### config.mk
export PLATFORM = sky130hd
export DESIGN_NAME = alu_serial_addsub_flat
export DESIGN_NICKNAME = d
export VERILOG_FILES = /design/src/rtl/alu_pkg.sv /design/src/rtl/alu_serial_addsub_if.sv /design/src/rtl/alu_digit_adder.sv /design/src/rtl/alu_serial_addsub.sv /design/src/flat_wrapper.sv
export SDC_FILE = /design/constraint.sdc
export NUM_CORES = 1
export LEC_CHECK = 0
export ABC_CLOCK_PERIOD_IN_PS = 7600
export CAP_MARGIN = 15
export CORE_ASPECT_RATIO = 1.1
export CORE_MARGIN = 2
export CORE_UTILIZATION = 35
export DETAILED_ROUTE_END_ITERATION = 8
export SETUP_SLACK_MARGIN = 0.4
export SYNTH_ARGS = -nofsm -noshare
export SYNTH_HDL_FRONTEND = slang
export SYNTH_SLANG_ARGS = --single-unit
### constraint.sdc
create_clock -name clk -period 7.6 [get_ports clk]
set_input_delay 1.14 -clock clk [delete_from_list [all_inputs] [get_ports clk]]
set_output_delay 1.14 -clock clk [all_outputs]
set_load 0.02 [all_outputs]
### src/rtl/alu_pkg.sv
// Shared ALU definitions: operation codes and the helper decodes the datapath needs.
package alu_pkg;

  typedef enum logic [2:0] {
    ADD = 3'd0,
    ADC = 3'd1,
    SUB = 3'd2,
    SBC = 3'd3,
    CP  = 3'd4
  } alu_op_t;

  typedef enum logic {
    ST_IDLE = 1'b0,
    ST_RUN  = 1'b1
  } alu_state_t;

  // N flag doubles as the subtract-path select; reserved codes fall through as ADD.
  function automatic logic alu_n_flag(alu_op_t op);
    return (op == SUB) || (op == SBC) || (op == CP);
  endfunction

  function automatic logic alu_uses_cin(alu_op_t op);
    return (op == ADC) || (op == SBC);
  endfunction

endpackage

### src/rtl/alu_serial_addsub_if.sv
// Start/done request bus between the sequencer and the digit-serial add/sub unit.
interface alu_serial_addsub_if
  import alu_pkg::*;
#(
  parameter int unsigned WIDTH = 8,
  parameter int unsigned DIGIT = 4
) ();
  localparam int unsigned NDIG = WIDTH / DIGIT;

  logic             start;
  alu_op_t          op;
  logic [WIDTH-1:0] op_a;
  logic [WIDTH-1:0] op_b;
  logic             c_in;
  logic             ready;
  logic             done;
  logic [WIDTH-1:0] result;
  logic             flag_z;
  logic             flag_n;
  logic             flag_h;
  logic             flag_c;
  logic [NDIG-1:0]  dcarry;

  modport master (
    output start, op, op_a, op_b, c_in,
    input  ready, done, result, flag_z, flag_n, flag_h, flag_c, dcarry
  );

  modport slave (
    input  start, op, op_a, op_b, c_in,
    output ready, done, result, flag_z, flag_n, flag_h, flag_c, dcarry
  );
endinterface

### src/rtl/alu_digit_adder.sv
// One DIGIT-bit slice: a + b + cin, or a + ~b + cin when sub is set.
module alu_digit_adder #(
  parameter int unsigned DIGIT = 4
) (
  input  logic [DIGIT-1:0] a,
  input  logic [DIGIT-1:0] b,
  input  logic             cin,
  input  logic             sub,
  output logic [DIGIT-1:0] sum,
  output logic             cout
);
  logic [DIGIT-1:0] b_eff;

  assign b_eff       = sub ? ~b : b;
  assign {cout, sum} = (DIGIT+1)'(a) + (DIGIT+1)'(b_eff) + (DIGIT+1)'(cin);
endmodule

### src/rtl/alu_serial_addsub.sv
// Digit-serial add/subtract: one DIGIT slice per cycle, LSB first, with Z/N/H/C and per-digit carries.
module alu_serial_addsub
  import alu_pkg::*;
#(
  parameter int unsigned WIDTH = 8,
  parameter int unsigned DIGIT = 4
) (
  input  logic               clk,
  input  logic               reset_n,
  alu_serial_addsub_if.slave bus
);
  localparam int unsigned NDIG = WIDTH / DIGIT;
  localparam int unsigned CW   = (NDIG > 1) ? $clog2(NDIG) : 1;

  if ((DIGIT == 0) || (WIDTH % DIGIT != 0) || (NDIG < 1)) begin : g_bad_params
    $error("alu_serial_addsub: WIDTH must be a non-zero multiple of DIGIT");
  end

  alu_state_t       state_q;
  logic [CW-1:0]    dig_cnt;
  logic [WIDTH-1:0] a_sh;
  logic [WIDTH-1:0] b_sh;
  alu_op_t          op_r;
  logic             carry_q;
  logic             zacc_q;

  logic             is_sub_c;
  logic [DIGIT-1:0] sum_c;
  logic             cout_c;
  logic             dig_out_c;
  logic             last_c;
  logic             zacc_c;
  logic [DIGIT-1:0] slice_c;
  logic [NDIG-1:0]  dcarry_c;
  logic             start_sub_c;
  logic             start_cin_c;

  alu_digit_adder #(.DIGIT(DIGIT)) u_digit (
    .a    (a_sh[DIGIT-1:0]),
    .b    (b_sh[DIGIT-1:0]),
    .cin  (carry_q),
    .sub  (is_sub_c),
    .sum  (sum_c),
    .cout (cout_c)
  );

  // Subtract keeps an internal (non-inverted) carry; borrow is its complement.
  always_comb begin
    is_sub_c    = alu_n_flag(op_r);
    dig_out_c   = is_sub_c ? ~cout_c : cout_c;
    last_c      = (dig_cnt == CW'(NDIG - 1));
    zacc_c      = zacc_q & (sum_c == '0);
    slice_c     = (op_r == CP) ? a_sh[DIGIT-1:0] : sum_c;
    dcarry_c    = bus.dcarry;
    dcarry_c[dig_cnt] = dig_out_c;
    start_sub_c = alu_n_flag(bus.op);
    start_cin_c = alu_uses_cin(bus.op) & bus.c_in;
  end

  always_ff @(posedge clk or negedge reset_n) begin
    if (!reset_n) begin
      state_q     <= ST_IDLE;
      dig_cnt     <= '0;
      a_sh        <= '0;
      b_sh        <= '0;
      op_r        <= ADD;
      carry_q     <= 1'b0;
      zacc_q      <= 1'b0;
      bus.ready   <= 1'b1;
      bus.done    <= 1'b0;
      bus.result  <= '0;
      bus.flag_z  <= 1'b0;
      bus.flag_n  <= 1'b0;
      bus.flag_h  <= 1'b0;
      bus.flag_c  <= 1'b0;
      bus.dcarry  <= '0;
    end else begin
      bus.done <= 1'b0;
      case (state_q)
        ST_IDLE: begin
          if (bus.start && bus.ready) begin
            a_sh      <= bus.op_a;
            b_sh      <= bus.op_b;
            op_r      <= bus.op;
            carry_q   <= start_sub_c ? ~start_cin_c : start_cin_c;
            zacc_q    <= 1'b1;
            dig_cnt   <= '0;
            bus.ready <= 1'b0;
            state_q   <= ST_RUN;
          end
        end
        ST_RUN: begin
          bus.result[int'(dig_cnt)*DIGIT +: DIGIT] <= slice_c;
          bus.dcarry <= dcarry_c;
          carry_q    <= cout_c;
          zacc_q     <= zacc_c;
          a_sh       <= a_sh >> DIGIT;
          b_sh       <= b_sh >> DIGIT;
          dig_cnt    <= dig_cnt + CW'(1);
          if (last_c) begin
            bus.flag_z <= zacc_c;
            bus.flag_n <= is_sub_c;
            bus.flag_h <= dcarry_c[0];
            bus.flag_c <= dcarry_c[NDIG-1];
            bus.done   <= 1'b1;
            bus.ready  <= 1'b1;
            state_q    <= ST_IDLE;
          end
        end
        default: state_q <= ST_IDLE;
      endcase
    end
  end
endmodule

### src/flat_wrapper.sv
// flat-port wrapper written by rule: the top's interface ports become plain ports
module alu_serial_addsub_flat import alu_pkg::*;
#(
  parameter int unsigned WIDTH = 8,
  parameter int unsigned DIGIT = 4
)
  (clk, reset_n, bus_start, bus_op, bus_op_a, bus_op_b, bus_c_in, bus_ready, bus_done, bus_result, bus_flag_z, bus_flag_n, bus_flag_h, bus_flag_c, bus_dcarry);
  alu_serial_addsub_if #(.WIDTH(WIDTH), .DIGIT(DIGIT)) bus_i ();
  input  logic clk;
  input  logic reset_n;
  input wire logic [$bits(bus_i.start)-1:0] bus_start;
  input wire logic [$bits(bus_i.op)-1:0] bus_op;
  input wire logic [$bits(bus_i.op_a)-1:0] bus_op_a;
  input wire logic [$bits(bus_i.op_b)-1:0] bus_op_b;
  input wire logic [$bits(bus_i.c_in)-1:0] bus_c_in;
  output wire logic [$bits(bus_i.ready)-1:0] bus_ready;
  output wire logic [$bits(bus_i.done)-1:0] bus_done;
  output wire logic [$bits(bus_i.result)-1:0] bus_result;
  output wire logic [$bits(bus_i.flag_z)-1:0] bus_flag_z;
  output wire logic [$bits(bus_i.flag_n)-1:0] bus_flag_n;
  output wire logic [$bits(bus_i.flag_h)-1:0] bus_flag_h;
  output wire logic [$bits(bus_i.flag_c)-1:0] bus_flag_c;
  output wire logic [$bits(bus_i.dcarry)-1:0] bus_dcarry;
  assign bus_i.start = bus_start;
  assign bus_i.op = bus_op;
  assign bus_i.op_a = bus_op_a;
  assign bus_i.op_b = bus_op_b;
  assign bus_i.c_in = bus_c_in;
  assign bus_ready = bus_i.ready;
  assign bus_done = bus_i.done;
  assign bus_result = bus_i.result;
  assign bus_flag_z = bus_i.flag_z;
  assign bus_flag_n = bus_i.flag_n;
  assign bus_flag_h = bus_i.flag_h;
  assign bus_flag_c = bus_i.flag_c;
  assign bus_dcarry = bus_i.dcarry;
  alu_serial_addsub #(.WIDTH(WIDTH), .DIGIT(DIGIT)) u_core (.clk(clk), .reset_n(reset_n), .bus(bus_i));
endmodule
Word level (Yosys, flattened, before mapping)
Index checks and enable logic that the tools add are counted.

$add $sub $neg: 4. Multiply operators: 0. Divide/modulo/power cells: 0. $lt $le $gt $ge: 2. Eq/ne operators: 9. Shifts and indexed selects: 2. Multiplexer cells: 25. Bitwise logic cells: 6. Reduce and logical (&&, ||, !) cells: 11.

Operator list (count): $neg 3->34 (1); $shift 4x34->8 const A (1); $shiftx 4x34->8 (1); $pmux 8 s2 (2); $mux 8 (2); $eq 3x2->1 const B (4); $mux 1 (11); $pmux 1 s2 (5); $bwmux 8 (1); $mux 4 (2); $eq 3x3->1 const B (2); $reduce_and 2->1 (3); $add 4x4->5 (1); $add 5x1->5 (1); $logic_or 1x1->1 (5); $logic_not 4->1 (1); $not 4->4 (1); $eq 3x1->1 const B (1); $not 1->1 (3); $and 1x1->1 (2); $bwmux 2 (1); $logic_and 1x1->1 (2); $lt 1x2->1 const B (1); $ne 2x1->1 const B (1); 4 further kinds (4).

Flip-flop bits (word level): 39. Latch bits: 0. Memory bits (writable): 0. ROM bits: 0. Input port bits: 23. Output and inout port bits: 16. Logic and storage cells: 74. Memories: 0.

Logic depth before layout (Yosys ltp)
Depth in word-level cells: 9. Depth in mapped cells: 9. Depth with buffers taken out: 9.

Modules after synthesis
Synthesis repeated with hierarchy kept, for this count alone.

Cells, all modules: 181. Area, all modules: 1835.5 um^2.

Modules (own cells, without submodules): alu_serial_addsub (instances 1, cells each 162, area an instance 1660.3 um^2, seq. area each 977.2 um^2); alu_digit_adder (instances 1, cells each 19, area an instance 175.2 um^2, seq. area each 0.0 um^2).

Worst setup path before layout
Ideal clock, no wire load.

Path type: register to register. Start: reg u_core.op_r[1]. End: reg u_core.bus.dcarry[1]. Library setup time: 0.128 ns. Arrival time: 2.454 ns. Required time: 7.472 ns. Setup slack: 5.018 ns. Cell stages (with the launch flop): 10. Path buffers: 0. Clock period less this slack: 2.582 ns. Cells stage by stage: dfrtp_1 nor3b_4 a21oi_4 xnor2_1 fa_1 fa_1 a21o_1 a21oi_1 xnor2_1 a21oi_1.

Word-level cells in the longest chain between the ends: 9. Elaborated cells between the ends (all ways): 11. Classes of those cells: add/sub: 2; eq/ne: 3; mux: 3; bitwise: 1; reduce/logical: 2.

RTL lines: start, declared (RTL line alu_serial_addsub.sv:23) `alu_op_t op_r;`; start signal, assigned (RTL line alu_serial_addsub.sv:84) `op_r <= bus.op;`; $eq 3x2->1 (RTL line alu_pkg.sv:19) `return (op == SUB) || (op == SBC) || (op == CP);`; $logic_or 1x1->1 (RTL line alu_pkg.sv:19); $logic_or 1x1->1 * (RTL line alu_pkg.sv:19); $mux 4 (RTL line alu_digit_adder.sv:14) `assign b_eff = sub ? ~b : b;`; $add 4x4->5 (RTL line alu_digit_adder.sv:15) `assign {cout, sum} = (DIGIT+1)'(a) + (DIGIT+1)'(b_eff) + (DIGIT+1)'(cin);`; $add 5x1->5 (RTL line alu_digit_adder.sv:15); $not 1->1 (RTL line alu_serial_addsub.sv:50) `dig_out_c = is_sub_c ? ~cout_c : cout_c;`; $mux 1 * (RTL line alu_serial_addsub.sv:50); $bwmux 2 * (RTL line alu_serial_addsub.sv:55) `dcarry_c[dig_cnt] = dig_out_c;`; end signal, assigned (RTL line alu_serial_addsub.sv:94) `bus.dcarry <= dcarry_c;`; end, declared (RTL line alu_serial_addsub_if.sv:31) `output ready, done, result, flag_z, flag_n, flag_h, flag_c, dcarry`.

Mark *: on every way between the ends. The rest lies on a longest branch, timed or not. A chain may end at the register's enable or synchronous reset.

Worst setup path in the final report
Start: reg u_core.op_r[1]. End: reg u_core.zacc_q.

Word-level cells in the longest chain between the ends: 9. Elaborated cells between the ends (all ways): 11. Classes of those cells: add/sub: 2; eq/ne: 3; mux: 2; bitwise: 1; reduce/logical: 3.

RTL lines: $eq 3x2->1 (RTL line alu_pkg.sv:19); $logic_or 1x1->1 (RTL line alu_pkg.sv:19); $logic_or 1x1->1 * (RTL line alu_pkg.sv:19); $mux 4 * (RTL line alu_digit_adder.sv:14); $add 4x4->5 * (RTL line alu_digit_adder.sv:15); $add 5x1->5 * (RTL line alu_digit_adder.sv:15); $logic_not 4->1 * (RTL line alu_serial_addsub.sv:52) `zacc_c = zacc_q & (sum_c == '0);`; $and 1x1->1 * (RTL line alu_serial_addsub.sv:52); $pmux 1 s2 * (RTL line alu_serial_addsub.sv:79) `case (state_q)`; end signal, assigned (RTL line alu_serial_addsub.sv:96) `zacc_q <= zacc_c;`; end, declared (RTL line alu_serial_addsub.sv:25) `logic zacc_q;`.

Marks and branches as above.

==> results by group <==
Cells and area
  – Share of layout cells above drive strength 1: 0.0507
  – Post-layout util: 0.462
  – Final Cell Area: 2290 um2
  – ANT cells: 0
  – Syn-to-layout area delta: 27.5%
  – Nets@finish: ~240

CTS
  – Root Buffer: clkbuf_8
  – H-tree Lvls: 2
  – Clock tree from TritonCTS: built
  – Worst-path clk slew: ~0.07 ns
  – Hold buffers post-CTS: 0
  – Cts bufs inserted: 5
  – Clock Path Buffers: 2
  – Post-CTS Setup Bufs: 0
  – Total clock sinks: 39
  – CTS resizes: 0
  – Clock latency on the worst-skew pair: a little under 0.3 ns

Floorplanning
  – DIE AREA: around 5700 um2
  – # IOs: 39
  – Row count: 27
  – Core area: 4970 um2
  – Initial core utilization: 0.362
  – Die width: ~72 um
  – Die H: between 70 and 80 um

Outcome
  – Status: finished, final reports clean

STA
  – Relative max-transition margin: 0.355
  – Final Cycle Share: 0.371
  – Worst Skew: 0.00568 ns
  – Tmin final: 2.82 ns
  – Unrepaired setup endpoints after global routing: false
  – Max-slew violation count: 0
  – Hold slack: about 0.47 ns
  – Setup_tns: 0 ns
  – Worst-margin pin slew: slightly below 1 ns
  – # setup viols final: 0
  – Final Hold Vio Count: 0
  – Maximum clock frequency: between 0.3 and 0.4 GHz

Critical path
  – Crit path arrival time: between 3 and 4 ns
  – Startpoint type of the worst setup path: register
  – Data required time of the worst path: a little under 8 ns
  – Kind of critical path: reg -> reg
  – Crit path capture type: register
  – Largest fanout on the critical path: 6

Worst hold path
  – HP Class: reg -> reg

GRT
  – Initial antenna violation count: 0
  – GRT overflow: 0
  – Largest net degree at the start of global routing: 40
  – Number of global-route vias before repair: 1265
  – First-pass GRT wire length: between 6000 and 7000 um
  – GR Util All Layers: 0.142

Route
  – Final ANT Viol Nets: 0
  – Initial DRC count: 66
  – DR pass1 iterations: 3
  – DR DRC count: 0
  – Via/cell ratio: about 4.7
  – Vias after detailed routing: roughly 1300
  – Drt wl/cell: ~13 um
  – Aggregate routed wire length: roughly 3500 um

Power and ir drop
  – Tot Pwr: roughly 0.0011 W
  – Power Density: between 400 and 500 nW/um2
  – Static Leak: approximately 1 nW
  – VDD IR max: 126 uV

Synthesis
  – Netlist Area Pre-Place: roughly 1800 um2
  – EDFF count, synth: 0
  – Synth Flop Type: dfrtp_1
  – Synth Warn #: 0
  – Part of the Yosys area used for sequential elements: 0.543
  – Syn Area/Cell: about 10 um2
  – Async SR Flop Fraction: 1.00
  – Distinct cells, synth: 30
  – Post-Syn Nets: 207
  – Cells after Synth: ~180
  – FF+latch count, synth: 39

Placed design
  – Post-place instance area: 2210 um2
  – Routability congestion estimate: ~0.7
  – Dpl hpwl: 2530 um
  – Port Buffers: 38

Flow run
  – Max-Cap Viols: 0
-- layer usage --
metal | part of all wire | up-vias | global-route usage
li1 | - | 666 | -
met5 | 0 | - | 0
met3 | 0.045 | 7 | 0.0368
met1 | 0.46 | 596 | 0.183
met2 | 0.48 | 29 | 0.222
met4 | 0.023 | 0 | 0.0679
-- critical path, cell delays in order (launching register included) --
cell	delay, ns
dfrtp_1	0.44
nor3b_4	0.40
a21oi_4	0.12
xnor2_1	0.16
fa_1	0.41
fa_1	0.42
xor2_1	0.18
nor4b_1	0.29
o21ai_0	0.16
a21oi_1	0.16
-- registers in the layout (all words and copies together), names as in the netlist --
register	cells
u_core.bus.result	8
u_core.a_sh	8
u_core.dig_cnt	1
u_core.b_sh	8
u_core.bus.dcarry	2
u_core.zacc_q	1
u_core.bus.flag_z	1
u_core.carry_q	1
u_core.bus.done	1
u_core.state_q	1
u_core.bus.flag_h	1
u_core.bus.flag_n	1
u_core.op_r	3
u_core.bus.ready	1
u_core.bus.flag_c	1
-- synth_stat cells, types with 2 or more instances --
master	count	area share
nand2_1	43	0.090
dfrtp_1	38	0.53
o21ai_0	21	0.058
a21oi_1	15	0.042
mux2i_1	12	0.067
nor2_1	9	0.019
xnor2_1	5	0.024
clkbuf_1	4	0.0083
inv_1	4	0.0083
buf_2	3	0.0083
ha_1	3	0.021
fa_1	2	0.022
mux2_2	2	0.013
xor2_1	2	0.0097
-- path summary, 6_finish.rpt --
path	to	slack (ns)	depth (start not counted)	startpoint
setup / recovery	u_core.zacc_q$_DFFE_PN0P_	4.78	9	u_core.op_r[1]$_DFFE_PN0P_
hold / removal	u_core.bus.flag_h$_DFFE_PN0P_	0.47	2	u_core.bus.flag_h$_DFFE_PN0P_
setup reg to reg	u_core.zacc_q$_DFFE_PN0P_	4.78	9	u_core.op_r[1]$_DFFE_PN0P_
hold reg to reg	u_core.bus.flag_h$_DFFE_PN0P_	0.47	2	u_core.bus.flag_h$_DFFE_PN0P_
max in group asynchronous	u_core.op_r[2]$_DFFE_PN0P_	6.10	1	reset_n
min in group asynchronous	u_core.bus.flag_n$_DFFE_PN0P_	0.96	1	reset_n
-- final cells by class --
cell class / instances / area [um2]
sequential: 39 / 977
tap: 58 / 72.6
clock buffer: 8 / 80.1
fill: 504 / 2670
timing repair buffer: 38 / 375
multi-input combinational: 127 / 769
inverter: 5 / 18.8
-- cells by family after synthesis --
logic type      share of synthesized area
fa+ha+maj                          0.0431
xor+xnor                           0.0341
simple gates                        0.140
mux                                0.0793
compound gates                      0.131
flops                               0.543
buf+inv                            0.0292
-- per-stage QoR --
step	cells	worst slack (ns)
2_1_floorplan	179	5.02
3_3_place_gp	267	4.73
3_5_place_dp	267	4.70
4_1_cts	275	4.78
5_1_grt	275	4.47
6_report	275	4.78
-- layout by cell type, fill, tap and decap left out, types with 2 or more instances in the layout --
cell type        count
dfrtp_1             38
a21oi_1             15
o21ai_0             21
nor2_1               9
nand2_1             43
xnor2_1              5
inv_1                4
mux2i_1             12
clkdlybuf4s50_1     37
mux2_2               2
fa_1                 2
xor2_1               2
clkbuf_8             5
ha_1                 3
clkbuf_1             3
-- report_power, final --
group          switching, W  internal [W]
sequential        0.0000835      0.000300
clock             0.0000665     0.0000651
combinational      0.000290      0.000249
total              0.000440      0.000615
(Power assumes the default switching activity.)
